[src/rtl/axi_write_responder_pkg.sv]
// Shared encodings for the AXI write responder: burst types, response codes
// and the controller state type.
package axi_write_responder_pkg;

    localparam logic [1:0] AXI_BURST_FIXED = 2'b00;
    localparam logic [1:0] AXI_BURST_INCR  = 2'b01;
    localparam logic [1:0] AXI_BURST_WRAP  = 2'b10;

    localparam logic [1:0] AXI_RESP_OKAY   = 2'b00;
    localparam logic [1:0] AXI_RESP_SLVERR = 2'b10;

    typedef enum logic [1:0] {
        ST_IDLE  = 2'd0,
        ST_WRITE = 2'd1,
        ST_RESP  = 2'd2
    } state_t;

endpackage

[src/rtl/axi_burst_addr_gen.sv]
// Next-beat byte address for an AXI burst. INCR aligns to the beat size and
// steps by one beat; every other burst type holds the address.
module axi_burst_addr_gen
    import axi_write_responder_pkg::*;
#(
    parameter int ADDR_W = 32
) (
    input  logic [ADDR_W-1:0] cur_addr,
    input  logic [2:0]        size,
    input  logic [1:0]        burst,
    output logic [ADDR_W-1:0] next_addr
);

    logic [ADDR_W-1:0] step;
    logic [ADDR_W-1:0] aligned;

    assign step    = ADDR_W'(1) << size;
    assign aligned = cur_addr & ~(step - ADDR_W'(1));

    // Wraps modulo 2**ADDR_W; 4 KB crossings are deliberately not checked.
    assign next_addr = (burst == AXI_BURST_INCR) ? aligned + step : cur_addr;

endmodule

[src/rtl/axi_write_responder.sv]
// AXI4 write-channel responder: one outstanding AW/W/B transaction turned into
// word-wide memory writes. Malformed bursts are drained and answered SLVERR.
module axi_write_responder
    import axi_write_responder_pkg::*;
#(
    parameter int AXI_ADDR_W = 32,
    parameter int AXI_DATA_W = 32,
    parameter int AXI_NBYTES = AXI_DATA_W / 8,
    parameter int AXI_BYTE_W = $clog2(AXI_NBYTES),
    parameter int AXI_ID_W   = 1,
    parameter int MEM_ADDR_W = AXI_ADDR_W - AXI_BYTE_W
) (
    input  logic                  clk,
    input  logic                  reset,

    input  logic                  axi_awvalid,
    input  logic [AXI_ADDR_W-1:0] axi_awaddr,
    input  logic [7:0]            axi_awlen,
    input  logic [2:0]            axi_awsize,
    input  logic [1:0]            axi_awburst,
    input  logic [AXI_ID_W-1:0]   axi_awid,
    output logic                  axi_awready,

    input  logic                  axi_wvalid,
    input  logic [AXI_DATA_W-1:0] axi_wdata,
    input  logic [AXI_NBYTES-1:0] axi_wstrb,
    input  logic                  axi_wlast,
    output logic                  axi_wready,

    output logic                  axi_bvalid,
    output logic [1:0]            axi_bresp,
    output logic [AXI_ID_W-1:0]   axi_bid,
    input  logic                  axi_bready,

    output logic                  mem_en,
    output logic [MEM_ADDR_W-1:0] mem_addr,
    output logic [AXI_DATA_W-1:0] mem_wdata,
    output logic [AXI_NBYTES-1:0] mem_wstrb,
    input  logic                  mem_ready
);

    localparam logic [2:0] MAX_SIZE = 3'(AXI_BYTE_W);

    state_t                state, next_state;
    logic [AXI_ADDR_W-1:0] cur_addr, next_addr;
    logic [7:0]            len_q, beat_cnt;
    logic [2:0]            size_q;
    logic [1:0]            burst_q;
    logic [AXI_ID_W-1:0]   id_q;
    logic                  err_q;

    logic aw_fire, w_fire, last_beat;

    assign aw_fire   = axi_awvalid & axi_awready;
    assign w_fire    = axi_wvalid & axi_wready;
    assign last_beat = (beat_cnt == len_q);

    axi_burst_addr_gen #(.ADDR_W(AXI_ADDR_W)) u_addr_gen (
        .cur_addr  (cur_addr),
        .size      (size_q),
        .burst     (burst_q),
        .next_addr (next_addr)
    );

    // NOTE: sequential state uses non-blocking assignments so every register
    // samples the pre-edge values, independent of block evaluation order.
    always_ff @(posedge clk or posedge reset) begin
        if (reset) state <= ST_IDLE;
        else       state <= next_state;
    end

    always_comb begin
        next_state = state;
        case (state)
            ST_IDLE:  if (axi_awvalid)          next_state = ST_WRITE;
            ST_WRITE: if (w_fire && last_beat)  next_state = ST_RESP;
            ST_RESP:  if (axi_bready)           next_state = ST_IDLE;
            default:                            next_state = ST_IDLE;
        endcase
    end

    // NOTE: every output gets a default before the case so no path through
    // this block leaves a signal unassigned, which would infer a latch.
    always_comb begin
        axi_awready = 1'b0;
        axi_wready  = 1'b0;
        axi_bvalid  = 1'b0;
        axi_bresp   = AXI_RESP_OKAY;
        mem_en      = 1'b0;
        case (state)
            ST_IDLE:  axi_awready = 1'b1;
            ST_WRITE: begin
                axi_wready = mem_ready | err_q;
                mem_en     = axi_wvalid & ~err_q;
            end
            ST_RESP: begin
                axi_bvalid = 1'b1;
                axi_bresp  = err_q ? AXI_RESP_SLVERR : AXI_RESP_OKAY;
            end
            default: ;
        endcase
    end

    always_ff @(posedge clk or posedge reset) begin
        if (reset) begin
            cur_addr <= '0;
            len_q    <= '0;
            size_q   <= '0;
            burst_q  <= '0;
            id_q     <= '0;
            beat_cnt <= '0;
            err_q    <= 1'b0;
        end else if (aw_fire) begin
            cur_addr <= axi_awaddr;
            len_q    <= axi_awlen;
            size_q   <= axi_awsize;
            burst_q  <= axi_awburst;
            id_q     <= axi_awid;
            beat_cnt <= '0;
            err_q    <= (axi_awburst == AXI_BURST_WRAP) || (axi_awsize > MAX_SIZE);
        end else if (w_fire) begin
            beat_cnt <= beat_cnt + 8'd1;
            cur_addr <= next_addr;
            // wlast must mark exactly the final beat; the burst length still rules.
            if (last_beat ? !axi_wlast : axi_wlast) err_q <= 1'b1;
        end
    end

    assign axi_bid   = id_q;
    assign mem_addr  = cur_addr[AXI_ADDR_W-1:AXI_BYTE_W];
    assign mem_wdata = axi_wdata;
    assign mem_wstrb = axi_wstrb;

endmodule

[config.mk]
export PLATFORM = sky130hd
export DESIGN_NAME = axi_write_responder
export DESIGN_NICKNAME = d
export VERILOG_FILES = /design/src/rtl/axi_write_responder_pkg.sv /design/src/rtl/axi_burst_addr_gen.sv /design/src/rtl/axi_write_responder.sv
export SDC_FILE = /design/constraint.sdc
export NUM_CORES = 1
export LEC_CHECK = 0
export ABC_AREA = 1
export BUFFER_PORTS_ARGS = -buffer_cell sky130_fd_sc_hd__buf_2
export CAP_MARGIN = 20
export CORE_MARGIN = 5
export CORE_UTILIZATION = 57
export CTS_BUF_LIST = sky130_fd_sc_hd__clkbuf_4
export CTS_CLUSTER_DIAMETER = 150
export DETAILED_ROUTE_END_ITERATION = 12
export PLACE_DENSITY_LB_ADDON = 0.08
export SETUP_SLACK_MARGIN = 0.3
export SLEW_MARGIN = 20
export SYNTH_ARGS = -nofsm -noshare
export SYNTH_HDL_FRONTEND = slang
export SYNTH_HIERARCHICAL = 1
export SYNTH_SLANG_ARGS = --single-unit
[constraint.sdc]
create_clock -name clk -period 6.95 [get_ports clk]
set_clock_uncertainty 0.15 [all_clocks]
set_input_delay 1.39 -clock clk [delete_from_list [all_inputs] [get_ports clk]]
set_output_delay 1.39 -clock clk [all_outputs]
set_load 0.03 [all_outputs]
### Word level (Yosys, flattened, before mapping)

Cells that the tools add are included.

* register bits after elaboration: 57
* input port bits: 89
* output and inout port bits: 73

* bitwise gates (word level): 7
* mux-type cells: 19
* equality and inequality tests: 8
* add/subtract/negate cells: 3
* reduce and logical (&&, ||, !) cells: 10
* order comparisons: 1
* shift operators: 1

Operators by type and width (count)
* $mux W32: 3
* $add A32 B32 Y32: 1
* $and A32 B32 Y32: 1
* $not A32 Y32: 1
* $shl A1 B3 Y32 const A: 1
* $sub A32 B1 Y32 const B: 1
* $mux W8: 2
* $mux W2: 5
* $add A8 B1 Y8 const B: 1
* $eq A8 B8 Y1: 1
* $mux W1: 8
* $ne A2 B2 Y1 const B: 3
* $pmux W2 S3: 1
* $reduce_bool A2 Y1: 3
* $eq A2 B1 Y1 const B: 2
* $eq A2 B2 Y1 const B: 2
* $reduce_and A2 Y1: 2
* $and A1 B1 Y1: 3
* $gt A3 B2 Y1 const B: 1
* $reduce_and A3 Y1: 1
* $logic_not A2 Y1: 1
* $logic_and A1 B1 Y1: 1
* $logic_not A1 Y1: 1
* $logic_or A1 B1 Y1: 1
* other kinds (2): 2

### Logic depth before layout (Yosys ltp)

Gate-level depths: netlist of the first run.

* depth in word-level cells: 8
* depth in mapped cells: 20

### Cells and area by module

The synthesis of the first run kept the hierarchy.

By module, submodules not included
* axi_write_responder: times used 1, cells an instance 411, area each 3291.9 sq um, seq. area each 1426.4 sq um
* axi_burst_addr_gen: times used 1, cells an instance 354, area each 1701.6 sq um, seq. area each 0.0 sq um

### Least setup slack after synthesis of the first run

OpenSTA, ideal clock, no wires.

* path type: input -> output
* start point: in axi_wvalid
* end point: out mem_en
* required time: 5.410 ns
* path buffers: 0
* slack: 3.580 ns
* stages: 2
* arrival: 1.830 ns
* cell sequence: nand2_1 nor2_1

* word-level cells in the longest chain between the ends: 2

RTL lines
* from (decl): line axi_write_responder.sv:24 `input logic axi_wvalid,`
* $and A1 B1 Y1: line axi_write_responder.sv:94 `mem_en = axi_wvalid & ~err_q;`
* $mux W1: line axi_write_responder.sv:90 `case (state)`
* to (decl): line axi_write_responder.sv:35 `output logic mem_en,`

No other way between the ends.

### Final worst setup path of the first run

* start point: reg size_q[1]
* end point: reg cur_addr[11]

* word-level cells in the longest chain between the ends: 8

RTL lines
* from (decl): line axi_write_responder.sv:47 `logic [2:0] size_q;`
* from (signal assigned): line axi_write_responder.sv:116 `size_q <= axi_awsize;`
* $shl A1 B3 Y32 *: line axi_burst_addr_gen.sv:17 `assign step = ADDR_W'(1) << size;`
* $sub A32 B1 Y32: line axi_burst_addr_gen.sv:18 `assign aligned = cur_addr & ~(step - ADDR_W'(1));`
* $not A32 Y32: line axi_burst_addr_gen.sv:18
* $and A32 B32 Y32: line axi_burst_addr_gen.sv:18
* $add A32 B32 Y32 *: line axi_burst_addr_gen.sv:21 `assign next_addr = (burst == AXI_BURST_INCR) ? aligned + step : cur_addr;`
* $mux W32 *: line axi_burst_addr_gen.sv:21
* named net next_addr[11]: line axi_write_responder.sv:45 `logic [AXI_ADDR_W-1:0] cur_addr, next_addr;`
* $mux W32 *: line axi_write_responder.sv:121 `end else if (w_fire) begin`
* $mux W32 *: line axi_write_responder.sv:113 `end else if (aw_fire) begin`
* to (signal assigned): line axi_write_responder.sv:114 `cur_addr <= axi_awaddr;`
* to (signal assigned): line axi_write_responder.sv:123 `cur_addr <= next_addr;`
* to (decl): line axi_write_responder.sv:45

Mark *: on every way through the listed nets, which the timed path passes. The rest lies on a longest branch. The select of a mux whose other input is x is not followed.
A chain may end at the register's enable or synchronous reset.

==> results.sh, run 1 <==
export IMPL_status="finished, final reports clean"
export IMPL_dp_hpwl_um=8890
export IMPL_synth_enable_flop_cells=0
export IMPL_worst_pin_slew_ns=0.847
export IMPL_vdd_ir_drop_worst_mv=0.186
export IMPL_drv_slew=0
export IMPL_cts_htree_levels=3
export IMPL_cts_repair_resized=0
export IMPL_max_cap_viol_count=0
export IMPL_ioPinCount=162
export IMPL_regToRegEndpoint="cur_addr[11]"
export IMPL_number_of_different_library_cells_in_the_post_synthesis_netlist=41
export IMPL_wire_per_inst_um=13.8
export IMPL_startpoint_type_of_the_worst_setup_path="register"
export IMPL_design_final_nets=870
export IMPL_post_synth_top_count_cell="sky130_fd_sc_hd__nand2_1"
export IMPL_multiInputGateArea_sq_mm=0.00255
export IMPL_part_of_the_yosys_area_used_for_sequential_elements_pct=28.6
export IMPL_tritoncts="yes"
export IMPL_clkSlewWorstSetupHoldPaths_ns=0.11
export IMPL_crit_arrival_ns=3.66
export IMPL_dieWidth_um=104
export IMPL_antenna_diode_count=0
export IMPL_post_place_cells=872
export IMPL_antenna_violating_nets_post_route=0
export IMPL_number_of_placement_rows=34
export IMPL_die_height_um=104
export IMPL_timing_reg2reg_worst_path_depth=15
export IMPL_cts_root_buf="sky130_fd_sc_hd__clkbuf_4"
export IMPL_synthesis_yosys_warnings=6
export IMPL_final_setup_viol_count=0
export IMPL_post_route_worst_setup_slack_ns=3.48
export IMPL_whs_path_depth=2
export IMPL_post_cts_hold_buffer_count=0
export IMPL_core_region_area_sq_mm=0.00864
export IMPL_timing_hold_worst_start="axi_bid"
export IMPL_wire_length_of_the_first_global_routing_pass_um=20500
export IMPL_final_period_utilization_pct=50.0
export IMPL_power_density_cell_area_mw_per_mm2=463
export IMPL_timing_max_slew_rel_slack_pct=43.5
export IMPL_cts_sinks=57
export IMPL_drc=0
export IMPL_synthesized_netlist_net_count=860
export IMPL_cp_required_ns=7.14
export IMPL_initial_utilization_pct=57.8
export IMPL_r2r_start="size_q[1]"
export IMPL_ys_flop_type="sky130_fd_sc_hd__dfrtp_1"
export IMPL_holdPathEnd="axi_bid"
export IMPL_fillerInstances=878
export IMPL_timing_reg2reg_setup_slack_ns=3.48
export IMPL_dieArea_sq_mm=0.0107
export IMPL_hold_class="register to register"
export IMPL_gp_congestion=0.964
export IMPL_track_usage_pct=22.5
export IMPL_synth_area_leaders="sky130_fd_sc_hd__dfrtp_1 29%, sky130_fd_sc_hd__nand2_1 19%, sky130_fd_sc_hd__buf_4 11%"
export IMPL_synthCells=765
export IMPL_hold_violations=0
export IMPL_drt_iter0_markers=243
export IMPL_synth_area_per_cell_sq_um=6.53
export IMPL_static_leakage_nw=2.75
export IMPL_grt_overflow_total=0
export IMPL_synthTopCellsByCount="251 x sky130_fd_sc_hd__nand2_1, 78 x sky130_fd_sc_hd__inv_1, 76 x sky130_fd_sc_hd__buf_4"
export IMPL_area_added_between_synthesis_and_finish_pct=1.53
export IMPL_antenna_violations_before_repair=0
export IMPL_port_buffer_count=88
export IMPL_via_count_of_the_first_global_routing_pass=4246
export IMPL_via_cell_ratio=5.30
export IMPL_unrepaired_setup_endpoints_after_global_routing="false"
export IMPL_ff_latch_area_sq_mm=0.00143
export IMPL_synth_largest_area_cell="sky130_fd_sc_hd__dfrtp_1"
export IMPL_endpoint_kind="register"
export IMPL_totalNegativeSetupSlack_ns=0
export IMPL_detail_route_first_pass_iterations=5
export IMPL_synth_async_sr_flop_share_pct=100
export IMPL_netlist_area_sq_mm=0.00499
export IMPL_drive_gt1_share_pct=18.5
export IMPL_dr_total_vias=4702
export IMPL_fmaxAchievable_mhz=288
export IMPL_worst_setup_path_type="register to register"
export IMPL_cts_buffers=9
export IMPL_largest_net_degree_at_the_start_of_global_routing=70
export IMPL_dp_worst_setup_slack_ns=3.50
export IMPL_instances_no_fill=888
export IMPL_wl_um=12200
export IMPL_postLayoutCoreUtil_pct=58.7
export IMPL_worstSkewPairLatency_ns=0.43
export IMPL_synth_seq_cells=57
export IMPL_minimum_clock_period_ns=3.47
export IMPL_post_cts_setup_buffer_count=0
export IMPL_largest_fanout_of_any_net_on_the_critical_path=11
export IMPL_synth_top_area_share_pct=28.6
export IMPL_clockBufferDepth=2
-- where the power goes --
part | total [mW] | internal (mW) | switching [mW]
sequential | 0.673 | 0.476 | 0.197
clock | 0.293 | 0.146 | 0.147
combinational | 1.38 | 0.443 | 0.939
-- routing by layer --
layer	wire, um	up-vias	track usage, %
met4	147	0	5.44
met3	894	18	5.41
li1	-	2374	-
met5	0	-	0
met1	5320	2151	29.6
met2	5880	159	37.1
-- cell usage in the layout (no fill, tap or decap), types with 2 or more instances in the layout --
cell                        count
sky130_fd_sc_hd__nand4_1       17
sky130_fd_sc_hd__nor2_1        74
sky130_fd_sc_hd__nand2_1      251
sky130_fd_sc_hd__ha_1           6
sky130_fd_sc_hd__o21ai_1        3
sky130_fd_sc_hd__o21ai_0       19
sky130_fd_sc_hd__a21oi_1        9
sky130_fd_sc_hd__clkinv_1       2
sky130_fd_sc_hd__clkbuf_4       9
sky130_fd_sc_hd__nor2_2         4
sky130_fd_sc_hd__buf_4          3
sky130_fd_sc_hd__buf_2         88
sky130_fd_sc_hd__nor3_1        10
sky130_fd_sc_hd__a31oi_1       32
sky130_fd_sc_hd__inv_2         10
sky130_fd_sc_hd__nor4_1         2
sky130_fd_sc_hd__xnor2_1        6
sky130_fd_sc_hd__nand2_2        7
sky130_fd_sc_hd__xor2_1        13
sky130_fd_sc_hd__nand3_2        5
sky130_fd_sc_hd__nand2_4        3
sky130_fd_sc_hd__inv_1         77
sky130_fd_sc_hd__nand3b_1       2
sky130_fd_sc_hd__a21oi_2        2
sky130_fd_sc_hd__nand3_1       49
sky130_fd_sc_hd__dfrtp_1       57
sky130_fd_sc_hd__bufinv_16      2
sky130_fd_sc_hd__nor2_4         2
-- state kept, by name, indices dropped and copies added (netlist names) --
register and cells:
err_q 1, cur_addr 32, size_q 3, beat_cnt 8, len_q 8, burst_q 2
state 2, axi_bid 1
-- kinds of logic after synthesis --
| group | Yosys count | share of synthesized area (%) |
|---|---|---|
| buf+inv | 181 | 20.4 |
| compound gates | 71 | 8.42 |
| flops | 57 | 28.6 |
| other cells | 1 | 0.0751 |
| simple gates | 430 | 37.7 |
| fa+ha+maj | 6 | 1.50 |
| xor+xnor | 19 | 3.33 |
-- cell type report --
type / count / share of cell area (%)
clock buffer: 9 / 1.33
clock inverter: 7 / 1.85
inverter: 89 / 6.64
multi-input combinational: 527 / 50.2
sequential: 57 / 28.1
tap: 108 / 2.67
timing repair buffer: 91 / 9.13
-- critical path, stage by stage (launching register included) --
cell and delay (ns):
sky130_fd_sc_hd__dfrtp_1 0.70, sky130_fd_sc_hd__nand2_1 0.23, sky130_fd_sc_hd__nor2_1 0.23, sky130_fd_sc_hd__inv_1 0.07
sky130_fd_sc_hd__ha_1 0.29, sky130_fd_sc_hd__nand2_1 0.06, sky130_fd_sc_hd__inv_1 0.05, sky130_fd_sc_hd__ha_1 0.33
sky130_fd_sc_hd__inv_1 0.09, sky130_fd_sc_hd__nor3_1 0.30, sky130_fd_sc_hd__nand3_1 0.14, sky130_fd_sc_hd__nand3_2 0.24
sky130_fd_sc_hd__nand2_1 0.11, sky130_fd_sc_hd__xor2_1 0.16, sky130_fd_sc_hd__nand2_1 0.07, sky130_fd_sc_hd__a31oi_1 0.19
-- metrics by stage --
| step | total power [mW] | hold slack, ns | area [sq um] |
|---|---|---|---|
| floorplan | 1.89 | 0.309 | 4990 |
| global placement | 2.02 | 0.306 | 4910 |
| detailed placement | 2.06 | 0.319 | 4910 |
| CTS | 2.35 | 0.348 | 5070 |
| global route | 2.57 | 0.388 | 5070 |
| finish | 2.35 | 0.343 | 5070 |
-- worst max path at each step --
| stage | cells past startpoint | endpoint | slack (ns) | start |
|---|---|---|---|---|
| after floorplan | 2 | mem_en | 3.58 | axi_wvalid |
| after global placement | 4 | axi_wready | 3.55 | mem_ready |
| after detailed placement | 7 | cur_addr[19] | 3.50 | axi_awvalid |
| after CTS | 17 | cur_addr[17] | 3.50 | size_q[1] |
| after global routing | 18 | cur_addr[17] | 3.16 | size_q[1] |
| final | 15 | cur_addr[11] | 3.48 | size_q[1] |
No activity file was read; power rests on OpenSTA's default activity.
==> run 2, diff against run 1 <==
- ABC_AREA: 1 -> 0
- CORE_UTILIZATION: 57 -> 47
- clock period: 6.95 -> 3.1 ns (I/O delays scaled with it)
==> results.sh, run 2 <==
export IMPL_status="finished, final reports clean"
export IMPL_cp_depth=13
export IMPL_drc=0
export IMPL_path_buf_inv=2
export IMPL_route_met3_wl_um=625
export IMPL_timing_reg2reg_setup_slack_ns=0.21
export IMPL_placed_area_sq_mm=0.00465
export IMPL_critPathMaxStageDelay_ns=0.49
export IMPL_synth_seq_cells=57
export IMPL_top_register="cur_addr"
export IMPL_cp_required_ns=3.27
export IMPL_endpoint_kind="register"
export IMPL_cts_sinks=57
export IMPL_whs_path_depth=2
export IMPL_synth_area_leaders="sky130_fd_sc_hd__dfrtp_1 31%, sky130_fd_sc_hd__buf_4 12%, sky130_fd_sc_hd__mux2i_1 7.9%"
export IMPL_drt_iter0_markers=149
export IMPL_dieWidth_um=108
export IMPL_timing_max_slew_rel_slack_pct=44.0
export IMPL_drv_slew=0
export IMPL_gp_congestion=0.868
export IMPL_met1_length_um=4830
export IMPL_die_height_um=108
export IMPL_synth_top_area_share_pct=31.4
export IMPL_largest_net_degree_at_the_start_of_global_routing=58
export IMPL_initial_utilization_pct=48.6
export IMPL_synth_largest_area_cell="sky130_fd_sc_hd__dfrtp_1"
export IMPL_detail_route_first_pass_iterations=4
export IMPL_via_cell_ratio=5.21
export IMPL_r2r_start="size_q[0]"
export IMPL_dp_worst_setup_slack_ns=-0.0478
export IMPL_part_of_the_yosys_area_used_for_sequential_elements_pct=31.4
export IMPL_synthesized_netlist_net_count=604
export IMPL_startpoint_type_of_the_worst_setup_path="register"
export IMPL_routed_wire_length_on_met2_um=5120
export IMPL_design_final_nets=648
export IMPL_power_density_cell_area_mw_per_mm2=917
export IMPL_highest_metal_used="met4"
export IMPL_netlist_area_sq_mm=0.00454
export IMPL_track_usage_pct=18.6
export IMPL_via_count_of_the_first_global_routing_pass=3606
export IMPL_dr_total_vias=3581
export IMPL_antenna_violating_nets_post_route=0
export IMPL_synthesis_yosys_warnings=6
export IMPL_unrepaired_setup_endpoints_after_global_routing="true"
export IMPL_timing_hold_worst_start="axi_bready"
export IMPL_layout_common_cells="88 x sky130_fd_sc_hd__buf_2, 74 x sky130_fd_sc_hd__nand2_1, 54 x sky130_fd_sc_hd__dfrtp_1, 36 x sky130_fd_sc_hd__mux2i_1, 34 x sky130_fd_sc_hd__xnor2_1"
export IMPL_post_synth_top_count_cell="sky130_fd_sc_hd__nand2_1"
export IMPL_whs_ns=0.232
export IMPL_synth_area_per_cell_sq_um=8.91
export IMPL_worst_setup_path_type="register to register"
export IMPL_synthTopCellsByCount="74 x sky130_fd_sc_hd__nand2_1, 73 x sky130_fd_sc_hd__buf_4, 57 x sky130_fd_sc_hd__dfrtp_1"
export IMPL_worst_path_most_repeated_cell="sky130_fd_sc_hd__buf_6"
export IMPL_post_layout_total_power_mw=4.71
export IMPL_grt_overflow_total=0
export IMPL_synth_enable_flop_cells=0
export IMPL_final_period_utilization_pct=93.1
export IMPL_wl_um=10700
export IMPL_wire_length_of_the_first_global_routing_pass_um=17400
export IMPL_ioPinCount=162
export IMPL_clockBufferDepth=2
export IMPL_fmaxAchievable_mhz=347
export IMPL_final_area_sq_mm=0.00514
export IMPL_cts_htree_levels=3
export IMPL_synth_async_sr_flop_share_pct=100
export IMPL_clkSlewWorstSetupHoldPaths_ns=0.11
export IMPL_timing_reg2reg_worst_path_depth=13
export IMPL_hold_violations=0
export IMPL_cts_root_buf="sky130_fd_sc_hd__clkbuf_4"
export IMPL_crit_chain="buf_6, xnor2_2, nor3_2, ha_4, a41oi_2, o32a_4, nor4_4, nor3_4, buf_6, nor2_2, xnor2_1, mux2i_1, o21ai_1"
export IMPL_number_of_placement_rows=35
export IMPL_critPathTopFamily="simple AND/OR/NAND/NOR gates"
export IMPL_final_setup_viol_count=0
export IMPL_wire_per_inst_um=15.6
export IMPL_ys_flop_type="sky130_fd_sc_hd__dfrtp_1"
export IMPL_minimum_clock_period_ns=2.89
export IMPL_area_added_between_synthesis_and_finish_pct=13.3
export IMPL_worstSkewPairLatency_ns=0.41
export IMPL_layout_top_registers="cur_addr: 32 flops, beat_cnt: 8 flops, len_q: 8 flops"
export IMPL_antenna_diode_count=0
export IMPL_max_cap_viol_count=0
export IMPL_tritoncts="yes"
export IMPL_post_cts_hold_buffer_count=0
export IMPL_largest_reg_flops=32
export IMPL_layout_cells_most_common="sky130_fd_sc_hd__buf_2"
export IMPL_worst_pin_slew_ns=0.840
export IMPL_core_region_area_sq_mm=0.00933
export IMPL_largest_fanout_of_any_net_on_the_critical_path=6
export IMPL_port_buffer_count=88
export IMPL_crit_arrival_ns=3.05
export IMPL_synthCells=509
export IMPL_dp_hpwl_um=7640
export IMPL_totalNegativeSetupSlack_ns=0
export IMPL_regToRegEndpoint="cur_addr[22]"
export IMPL_drive_gt1_share_pct=39.1
export IMPL_static_leakage_nw=2.29
export IMPL_number_of_different_library_cells_in_the_post_synthesis_netlist=64
export IMPL_cts_buffers=9
export IMPL_holdPathEnd="state[1]"
export IMPL_vdd_ir_drop_worst_mv=0.366
export IMPL_cpMaxStageDelayCell="sky130_fd_sc_hd__dfrtp_2"
export IMPL_dieArea_sq_mm=0.0117
export IMPL_post_route_worst_setup_slack_ns=0.214
export IMPL_hold_class="input port to register"
export IMPL_antenna_violations_before_repair=0
[run 2: changes by cell type in the layout (fill, tap and decap cells not counted), moves of 9 or more]
cell / delta
sky130_fd_sc_hd__a31oi_1: -31
sky130_fd_sc_hd__and3_1: +9
sky130_fd_sc_hd__buf_4: +27
sky130_fd_sc_hd__inv_1: -71
sky130_fd_sc_hd__mux2_2: +15
sky130_fd_sc_hd__mux2i_1: +36
sky130_fd_sc_hd__nand2_1: -177
sky130_fd_sc_hd__nand3_1: -44
sky130_fd_sc_hd__nor2_1: -56
sky130_fd_sc_hd__o21ai_1: +14
sky130_fd_sc_hd__xnor2_1: +28
[run 2: worst reg2reg max path, delay by kind of cell, from the launching register on]
kind | cells | cell delay (ns)
flops | 1 | 0.49
fa+ha+maj | 1 | 0.17
xor+xnor | 2 | 0.25
mux | 1 | 0.10
buf+inv | 2 | 0.30
compound gates | 3 | 0.63
simple gates | 4 | 0.72
[run 2: stage by stage]
stage               std cells  util, %
floorplan                 509        -
global placement          652     49.8
detailed placement        652     49.8
CTS                       682     53.8
global route              687     55.1
finish                    687     55.1
[run 2: cells by family after synthesis]
kind of cell             share of synthesized area (%)
AO/OA/AOI/OAI                                     11.0
XOR/XNOR                                          8.69
adder cells (fa/ha/maj)                           1.65
buffers and inverters                             15.6
flip-flops                                        31.4
multiplexers                                      11.9
other                                           0.0827
AND/OR/NAND/NOR                                   19.6
[run 2: area by class of cell]
| type | count | area (sq um) |
|---|---|---|
| Multi-Input combinational cell | 351 | 2610 |
| Inverter | 8 | 30.0 |
| Timing Repair Buffer | 126 | 773 |
| Fill cell | 878 | 4190 |
| Sequential cell | 57 | 1430 |
| Clock buffer | 10 | 75.1 |
| Tap cell | 129 | 161 |
| Clock inverter | 6 | 58.8 |
[run 2: power breakdown]
part           switching (mW)  total [mW]  leakage (nW)  internal (mW)
registers               0.420        1.47         0.710           1.05
clock network           0.302       0.552        0.0715          0.250
logic                    1.44        2.69          1.51           1.24
total                    2.17        4.71          2.29           2.55
[run 2: how the worst max path moves through the flow]
stage / start / end / slack, ns
5_1_grt: size_q[0] / cur_addr[25] / 0.03
3_3_place_gp: size_q[1] / cur_addr[22] / 0.11
2_1_floorplan: size_q[2] / cur_addr[8] / 0.30
3_5_place_dp: size_q[1] / cur_addr[22] / -0.05
6_report: size_q[0] / cur_addr[22] / 0.21
4_1_cts: size_q[0] / cur_addr[14] / 0.23
[run 2: what timing repair did]
action                                  4_1_cts  5_1_grt
endpoints found under the setup margin       26       26
buffers inserted                             14        5
pin swaps                                    12       16
gates resized for setup                      36       28
[run 2: metal layers]
layer / GRT usage (%) / vias up
li1: - / 1779
met2: 30.8 / 89
met1: 24.1 / 1697
met3: 3.94 / 16
met4: 6.49 / 0
met5: 0 / -
